`src/rtl/multicycle_control.sv`:
```
// multicycle_control
//   Main controller of a multicycle MIPS-style datapath. It is a Moore FSM
//   that steps each instruction through FETCH/DECODE and then through the
//   opcode-specific execute, memory and writeback states.
//
//   Ports:
//     clk       system clock; the state register updates on its rising edge
//     rst       asynchronous, active-high reset; forces FETCH
//     Op        opcode field, instruction bits [31:26]
//     Zero      ALU zero flag; gates PCEn in BRANCH
//     PCEn      program counter write enable
//     IorD      memory address select (0 = PC, 1 = ALUOut)
//     MemWrite  data memory write strobe
//     IRWrite   instruction register load
//     RegDst    write register select (0 = rt, 1 = rd)
//     MemtoReg  register write data (0 = ALUOut, 1 = memory data register)
//     RegWrite  register file write enable
//     ALUSrcA   ALU A select (0 = PC, 1 = register A)
//     ALUSrcB   ALU B select (00 = B, 01 = 4, 10 = sext imm, 11 = sext imm << 2)
//     ALUOp     ALU control (00 = add, 01 = subtract, 10 = decode funct)
//     PCSrc     next PC select (00 = ALU result, 01 = ALUOut, 10 = jump target)
//     State     current state code, for debug
//
//   state   | meaning
//   FETCH   | read instruction at PC, PC <= PC + 4
//   DECODE  | read registers, compute branch target
//   MEMADR  | compute lw/sw address
//   MEMRD   | read data memory
//   MEMWB   | write loaded word to rt
//   MEMWR   | write data memory
//   EXECUTE | R-type ALU operation
//   ALUWB   | write ALU result to rd
//   BRANCH  | compare for beq, load PC when equal
//   ADDIEX  | add immediate
//   ADDIWB  | write addi result to rt
//   JUMP    | load jump target into PC

module multicycle_control (
    input  logic       clk,
    input  logic       rst,
    input  logic [5:0] Op,
    input  logic       Zero,
    output logic       PCEn,
    output logic       IorD,
    output logic       MemWrite,
    output logic       IRWrite,
    output logic       RegDst,
    output logic       MemtoReg,
    output logic       RegWrite,
    output logic       ALUSrcA,
    output logic [1:0] ALUSrcB,
    output logic [1:0] ALUOp,
    output logic [1:0] PCSrc,
    output logic [3:0] State
);

    typedef enum logic [3:0] {
        S_FETCH   = 4'd0,
        S_DECODE  = 4'd1,
        S_MEMADR  = 4'd2,
        S_MEMRD   = 4'd3,
        S_MEMWB   = 4'd4,
        S_MEMWR   = 4'd5,
        S_EXECUTE = 4'd6,
        S_ALUWB   = 4'd7,
        S_BRANCH  = 4'd8,
        S_ADDIEX  = 4'd9,
        S_ADDIWB  = 4'd10,
        S_JUMP    = 4'd11
    } state_t;

    localparam logic [5:0] OP_RTYPE = 6'b000000;
    localparam logic [5:0] OP_LW    = 6'b100011;
    localparam logic [5:0] OP_SW    = 6'b101011;
    localparam logic [5:0] OP_BEQ   = 6'b000100;
    localparam logic [5:0] OP_ADDI  = 6'b001000;
    localparam logic [5:0] OP_J     = 6'b000010;

    state_t state_q, state_d;
    logic   pcen_raw, irwrite_raw;

    always_comb begin
        state_d = S_FETCH;
        case (state_q)
            S_FETCH:  state_d = S_DECODE;
            S_DECODE: begin
                case (Op)
                    OP_LW, OP_SW: state_d = S_MEMADR;
                    OP_RTYPE:     state_d = S_EXECUTE;
                    OP_BEQ:       state_d = S_BRANCH;
                    OP_ADDI:      state_d = S_ADDIEX;
                    OP_J:         state_d = S_JUMP;
                    default:      state_d = S_FETCH;
                endcase
            end
            // Op is re-sampled here rather than remembered from DECODE.
            S_MEMADR:  state_d = (Op == OP_SW) ? S_MEMWR : S_MEMRD;
            S_MEMRD:   state_d = S_MEMWB;
            S_EXECUTE: state_d = S_ALUWB;
            S_ADDIEX:  state_d = S_ADDIWB;
            default:   state_d = S_FETCH;
        endcase
    end

    always_ff @(posedge clk or posedge rst) begin
        if (rst) state_q <= S_FETCH;
        else     state_q <= state_d;
    end

    always_comb begin
        pcen_raw    = 1'b0;
        IorD        = 1'b0;
        MemWrite    = 1'b0;
        irwrite_raw = 1'b0;
        RegDst      = 1'b0;
        MemtoReg    = 1'b0;
        RegWrite    = 1'b0;
        ALUSrcA     = 1'b0;
        ALUSrcB     = 2'b00;
        ALUOp       = 2'b00;
        PCSrc       = 2'b00;
        case (state_q)
            S_FETCH: begin
                ALUSrcB     = 2'b01;
                irwrite_raw = 1'b1;
                pcen_raw    = 1'b1;
            end
            S_DECODE: ALUSrcB = 2'b11;
            S_MEMADR, S_ADDIEX: begin
                ALUSrcA = 1'b1;
                ALUSrcB = 2'b10;
            end
            S_MEMRD: IorD = 1'b1;
            S_MEMWB: begin
                MemtoReg = 1'b1;
                RegWrite = 1'b1;
            end
            S_MEMWR: begin
                IorD     = 1'b1;
                MemWrite = 1'b1;
            end
            S_EXECUTE: begin
                ALUSrcA = 1'b1;
                ALUOp   = 2'b10;
            end
            S_ALUWB: begin
                RegDst   = 1'b1;
                RegWrite = 1'b1;
            end
            S_BRANCH: begin
                ALUSrcA  = 1'b1;
                ALUOp    = 2'b01;
                PCSrc    = 2'b01;
                pcen_raw = Zero;   // combinational: PC loads only when equal
            end
            S_ADDIWB: RegWrite = 1'b1;
            S_JUMP: begin
                PCSrc    = 2'b10;
                pcen_raw = 1'b1;
            end
            default: ;
        endcase
    end

    // Held in FETCH by reset, but the PC and IR must not load while held.
    assign PCEn    = pcen_raw & ~rst;
    assign IRWrite = irwrite_raw & ~rst;
    assign State   = state_q;

endmodule

```
`config.mk`:
```
export PLATFORM = sky130hd
export DESIGN_NAME = multicycle_control
export DESIGN_NICKNAME = d
export VERILOG_FILES = /design/src/rtl/multicycle_control.sv
export SDC_FILE = /design/constraint.sdc
export NUM_CORES = 1
export LEC_CHECK = 0
export CAP_MARGIN = 20
export CELL_PAD_IN_SITES_DETAIL_PLACEMENT = 1
export CELL_PAD_IN_SITES_GLOBAL_PLACEMENT = 1
export CORE_MARGIN = 3
export CORE_UTILIZATION = 24
export CTS_CLUSTER_SIZE = 24
export DETAILED_ROUTE_END_ITERATION = 8
export HOLD_SLACK_MARGIN = 0.03
export PLACE_DENSITY = 0.84
export SLEW_MARGIN = 20
export SYNTH_ARGS = -nofsm -noshare
export SYNTH_HDL_FRONTEND = slang
export SYNTH_SLANG_ARGS = --single-unit
```
`constraint.sdc`:
```
create_clock -name clk -period 3 [get_ports clk]
set_input_delay 0.45 -clock clk [delete_from_list [all_inputs] [get_ports clk]]
set_output_delay 0.45 -clock clk [all_outputs]
set_load 0.05 [all_outputs]
```
==> flow_summary.yaml, run 1 <==
worst_setup_path:
  timing.rr.start: "State[1]"
  r2r_end: "State[2]"
  crit_path_max_fanout: 16
  critPathTopFamily: "buffers and inverters"
  crit_slowest_cell: "clkdlybuf4s50_1"
  rrSetupSlack_ps: 1430
  worstPathArrival_ps: 2260
  worst-path-buf-inv: 1
  endpoint_kind: "output port"
  crit_chain: "or3b_1, a21oi_1, clkdlybuf4s50_1"
  reg2reg_depth: 3
  crit_required_ps: 2550
  worstSetupPathType: "register to output port"
  worstSetupStartpointType: "register"
  max_stage_delay_ps: 820
floorplan:
  die_width_um: 47.86
  rows: 14
  initial_core_util_pct: 26.67
  core-area_um2: 1577
  ios: 27
  die_area_um2: 2290
  die_y_um: 47.86
yosys:
  syn-num-nets: 65
  yosysTopAreaCell: "dfrtp_1"
  ys_ff_latch: 4
  synth.avg_cell_area_um2: 7.507
  yosysMostFrequentCell: "nor2_1"
  synth.distinct_cells: 27
  ys.flop_type: "dfrtp_1"
  synthTopCellsByArea: "dfrtp_1 24%, xor2_1 8.3%, nand2b_1 6.0%"
  synth_compound_area_share_pct: 25.30
  yosysSeqAreaShare_pct: 23.81
  synthAdderAreaFrac_pct: 0
  synth_xor_area_share_pct: 8.333
  yosysWarningCount: 0
  syn-instance-count: 56
  synth-edff-count: 0
  synth_top_area_share_pct: 23.81
  synth_mux_area_share_pct: 2.381
  synth_top_family_by_area: "simple AND/OR/NAND/NOR gates"
  synth-simple-area-share_pct: 31.85
  ys_async_sr_fraction_pct: 100.0
  syn_area_um2: 420.4
clock_network:
  cts_sinks: 4
  clock_path_buffers: 2
  post_cts_buffers: 0
  cts_buffers: 3
  clk_latency_ps: 240
  clk_pin_slew_ps: 40
  cts_tree: "done"
  htreeDepth: 1
  ctsResizeCount: 0
  clockRootBuffer: "clkbuf_4"
  postCtsHoldBufs: 0
placed_design:
  port_buffers: 26
  dp.cells: 93
  place.gp.congestion: 0.7415
  hpwl_um: 1047
timing:
  maxClockFrequency_mhz: 368.6
  max_slew.worst_pin.slew_ps: 506.2
  finalCritPeriodShare_pct: 90.42
  fin_crit_ps: 2713
  rsz0062_at_grt: "false"
  hold_violations: 0
  clock_skew_ps: 5.193
  relSlewSlack_pct: 66.15
  finalMaxSlewViolations: 0
  setup_violations: 0
drt:
  first_pass_iters: 3
  wl_um: 1317
  dr.first_iter.drc_count: 6
  vias: 503
  wl_per_cell_um: 13.72
  route.met2.wl_um: 675
  wl_met3_um: 48
  wl_met1_um: 593
  ant_nets: 0
  maxUsedRoutingLayer: "met3"
  vias_per_cell: 5.240
  drc: 0
final_layout:
  layout-drive-gt1-share_pct: 8.750
  largest_reg_flops: 4
  nets: 91
  n_antenna_cell: 0
  fin_cells: 96
  final_core_util_pct: 45.08
  synthToLayoutAreaGrowth_pct: 69.05
grt:
  grt_max_degree: 17
  antenna_found_initial: 0
  first_global_vias: 477
  gr-usage-all-layers_pct: 12.38
  grt_pass1_wl_um: 2042
  overflow: 0
power:
  leakagePower_nw: 0.2676
  cellPowerDensity_nw_per_um2: 985.6
  vdd_drop_max_mv: 0.4274
  p_total_mw: 0.7004
worst_hold_path:
  worstHoldPathType: "input pin to asynchronous set/reset pin"
status:
  status: "finished clean"
job:
  drv_cap: 0
-- how the worst max path moves through the flow --
| stage | startpoint | to | cells after the start | slack (ps) |
|---|---|---|---|---|
| 2_1_floorplan | State[3] | PCSrc[0] | 4 | -20 |
| 3_3_place_gp | Zero | PCEn | 4 | 500 |
| 3_5_place_dp | Zero | PCEn | 4 | 510 |
| 4_1_cts | State[1] | ALUSrcB[1] | 3 | 270 |
| 5_1_grt | State[1] | ALUSrcB[1] | 3 | 170 |
| 6_report | State[1] | ALUSrcB[1] | 3 | 290 |
-- cells in the final DEF, fill, tap and decap left out --
cell,count
clkdlybuf4s50_1,26
nor2_1,6
dfrtp_1,4
nand2b_1,4
xor2_1,4
nand3_1,4
nor3_1,3
inv_1,3
o21ai_0,3
clkbuf_4,3
or3_1,2
o211ai_1,2
a211oi_1,2
or3b_1,1
a21oi_1,1
nand4_1,1
o32a_1,1
o31ai_2,1
nand2_1,1
o21bai_1,1
a211o_2,1
a221oi_1,1
nor3_2,1
and3_1,1
nor4b_2,1
mux2i_1,1
a21o_1,1
-- where the power goes --
group / switching, mW / leakage, nW / total, mW / internal [mW]
clock: 0.0223 / 0.0138 / 0.0670 / 0.0447
sequential: 0.0628 / 0.0530 / 0.133 / 0.0699
combinational: 0.325 / 0.201 / 0.501 / 0.176
-- routing by layer --
layer / vias to the layer above / GRT usage, %
li1: 254 / -
met1: 239 / 16.52
met2: 10 / 19.53
met3: 0 / 2.256
met4: 0 / 4.839
met5: - / 0
-- logic make-up (layout without fill, tap and decap cells) --
family | count (synthesis) | count (layout)
multiplexers | 1 | 1
XOR/XNOR | 4 | 4
flip-flops | 4 | 4
AO/OA/AOI/OAI | 14 | 14
AND/OR/NAND/NOR | 25 | 25
buffers and inverters | 8 | 32
-- worst register-to-register path, stage by stage, from the launching register on --
cell and delay (ps):
dfrtp_1 540, nand2b_1 330, o32a_1 390, o31ai_2 210
-- final cells by class --
type,instances,area [um^2]
Timing Repair Buffer,26,260.3
Fill cell,189,865.8
Tap cell,16,20.02
Inverter,3,11.26
Clock buffer,3,22.52
Multi-Input combinational cell,44,296.5
Sequential cell,4,100.1
-- metrics by stage --
stage | setup slack (ps) | setup TNS [ps] | hold slack, ps | instance area, um^2
floorplan | -20.60 | -20.60 | 216.1 | 431.7
global placement | 498.9 | 0 | 663.1 | 688.2
detailed placement | 510.7 | 0 | 689.6 | 688.2
CTS | 274.3 | 0 | 486.3 | 710.7
global route | 174.9 | 0 | 512.1 | 710.7
finish | 287.3 | 0 | 489.7 | 710.7
No activity file was read; power rests on OpenSTA's default activity.
==> run 2, diff against run 1 <==
--- a/config.mk
+++ b/config.mk
@@ -12,6 +12,7 @@
 export CORE_UTILIZATION = 24
 export CTS_CLUSTER_SIZE = 24
 export DETAILED_ROUTE_END_ITERATION = 8
+export GPL_TIMING_DRIVEN = 0
 export HOLD_SLACK_MARGIN = 0.03
 export PLACE_DENSITY = 0.84
 export SLEW_MARGIN = 20
==> flow_summary.yaml, run 2 (synthesis results as in run 1) <==
grt:
  first_global_vias: 515
  antenna_found_initial: 0
  grt_max_degree: 11
  gr-usage-all-layers_pct: 13.25
  grt_pass1_wl_um: 2187
  overflow: 0
placed_design:
  pre_cts_slack_ps: 480.3
  dp.cells: 98
  place.gp.congestion: 0.7826
  port_buffers: 26
  placed_area_um2: 711.9
  hpwl_um: 1145
timing:
  relSlewSlack_pct: 66.32
  maxClockFrequency_mhz: 362.5
  rsz0062_at_grt: "false"
  max_slew.worst_pin.slew_ps: 503.6
  setup_violations: 0
  finalMaxSlewViolations: 0
  clock_skew_ps: 0.8099
  finalCritPeriodShare_pct: 91.96
  hold_violations: 0
  setup_ws_ps: 241.3
  fin_crit_ps: 2759
worst_setup_path:
  worstSetupPathType: "register to output port"
  r2r_end: "State[2]"
  worstSetupStartpointType: "register"
  rrSetupSlack_ps: 1560
  reg2reg_depth: 3
  crit_required_ps: 2550
  timing.rr.start: "State[1]"
  crit_path_max_fanout: 10
  worstPathArrival_ps: 2310
  endpoint_kind: "output port"
clock_network:
  clockRootBuffer: "clkbuf_4"
  clk_latency_ps: 230
  cts_sinks: 4
  cts_tree: "done"
  clock_path_buffers: 2
  postCtsHoldBufs: 0
  clk_pin_slew_ps: 40
  ctsResizeCount: 0
  cts_buffers: 3
  post_cts_buffers: 0
  htreeDepth: 1
power:
  vdd_drop_max_mv: 0.4434
  p_int_mw: 0.3001
  p_clk_share_pct: 9.2
  netSwitchingFraction_pct: 58.35
  seqPwrFrac_pct: 12.5
  leakagePower_nw: 0.2820
  p_sw_mw: 0.4205
  pwr-share-comb_pct: 78.3
  cellPowerDensity_nw_per_um2: 981.1
drt:
  first_pass_iters: 4
  dr.first_iter.drc_count: 5
  vias: 539
  vias_per_cell: 5.337
  wl_per_cell_um: 14.25
  drc: 0
  wl_um: 1439
  ant_nets: 0
final_layout:
  n_antenna_cell: 0
  fin_cells: 101
  final_common_cell: "clkdlybuf4s50_1"
  synthToLayoutAreaGrowth_pct: 74.70
  mostFrequentLayoutCells: "26 x clkdlybuf4s50_1, 6 x nor2_1"
  layout-drive-gt1-share_pct: 10.59
  nets: 96
  design_area_um2: 734.5
  largest_reg_flops: 4
job:
  drv_cap: 0
floorplan:
  ios: 27
  die_y_um: 47.86
  die_area_um2: 2290
  core-area_um2: 1577
  rows: 14
  initial_core_util_pct: 26.67
  die_width_um: 47.86
worst_hold_path:
  worstHoldPathType: "input pin to asynchronous set/reset pin"
status:
  status: "finished clean"
==> run 2: cell count changes in the layout (fill, tap and decap cells not counted), sizes merged <==
cell,before,now
clkbuf,3,6
buf,0,2
==> run 2: final cells by class <==
cell class              instances  area [um^2]
flip-flops and latches          4        100.1
repair buffers                 26        260.3
inverters                       3        11.26
fillers                       197        842.1
plain buffers                   5        23.77
well taps                      16        20.02
multi-input cells              44        296.5
clock buffers                   3        22.52
==> run 2: worst max path at each step <==
stage              from       end  slack, ps  depth (start not counted)
2_1_floorplan  State[3]  PCSrc[0]        -20                          4
3_3_place_gp       Zero      PCEn        510                          4
3_5_place_dp   State[1]      PCEn        480                          5
4_1_cts        State[1]      PCEn        230                          5
5_1_grt        State[3]  PCSrc[0]        130                          5
6_report       State[1]      PCEn        240                          5
==> run 2: worst max-delay path: stages, from the launching register on <==
cell and delay (ps):
dfrtp_1 450, clkbuf_1 270, nor2_1 190, o21ai_0 100
a211oi_1 220, clkdlybuf4s50_1 840
==> run 2: power groups by stage <==
| stage | sequential, mW | combinational (mW) | clock (mW) |
|---|---|---|---|
| final | 0.0903 | 0.564 | 0.0660 |
| after global routing | 0.0924 | 0.599 | 0.0702 |
| after CTS | 0.0904 | 0.568 | 0.0680 |
| after detailed placement | 0.0909 | 0.565 | 0 |
| after global placement | 0.0898 | 0.555 | 0 |
| after floorplan | 0.143 | 0.331 | 0 |
==> run 2: through the flow <==
stage	utilization, %	hold WS, ps	TNS (ps)	power, mW
after global placement	45.16	635.1	0	0.6446
final	46.59	486.9	0	0.7206
after floorplan	-	216.1	-20.60	0.4747
after global routing	46.59	508.2	0	0.7618
after detailed placement	45.16	674.0	0	0.6554
after CTS	46.59	489.1	0	0.7266
==> run 2: metal layers <==
layer  share of wire (%)  global-route usage, %  vias to the layer above
li1                    -                      -                      263
met1                  42                  16.85                      257
met2                  52                  21.64                       13
met3                 3.3                  1.128                        6
met4                 2.4                  7.527                        0
met5                   0                      0                        -
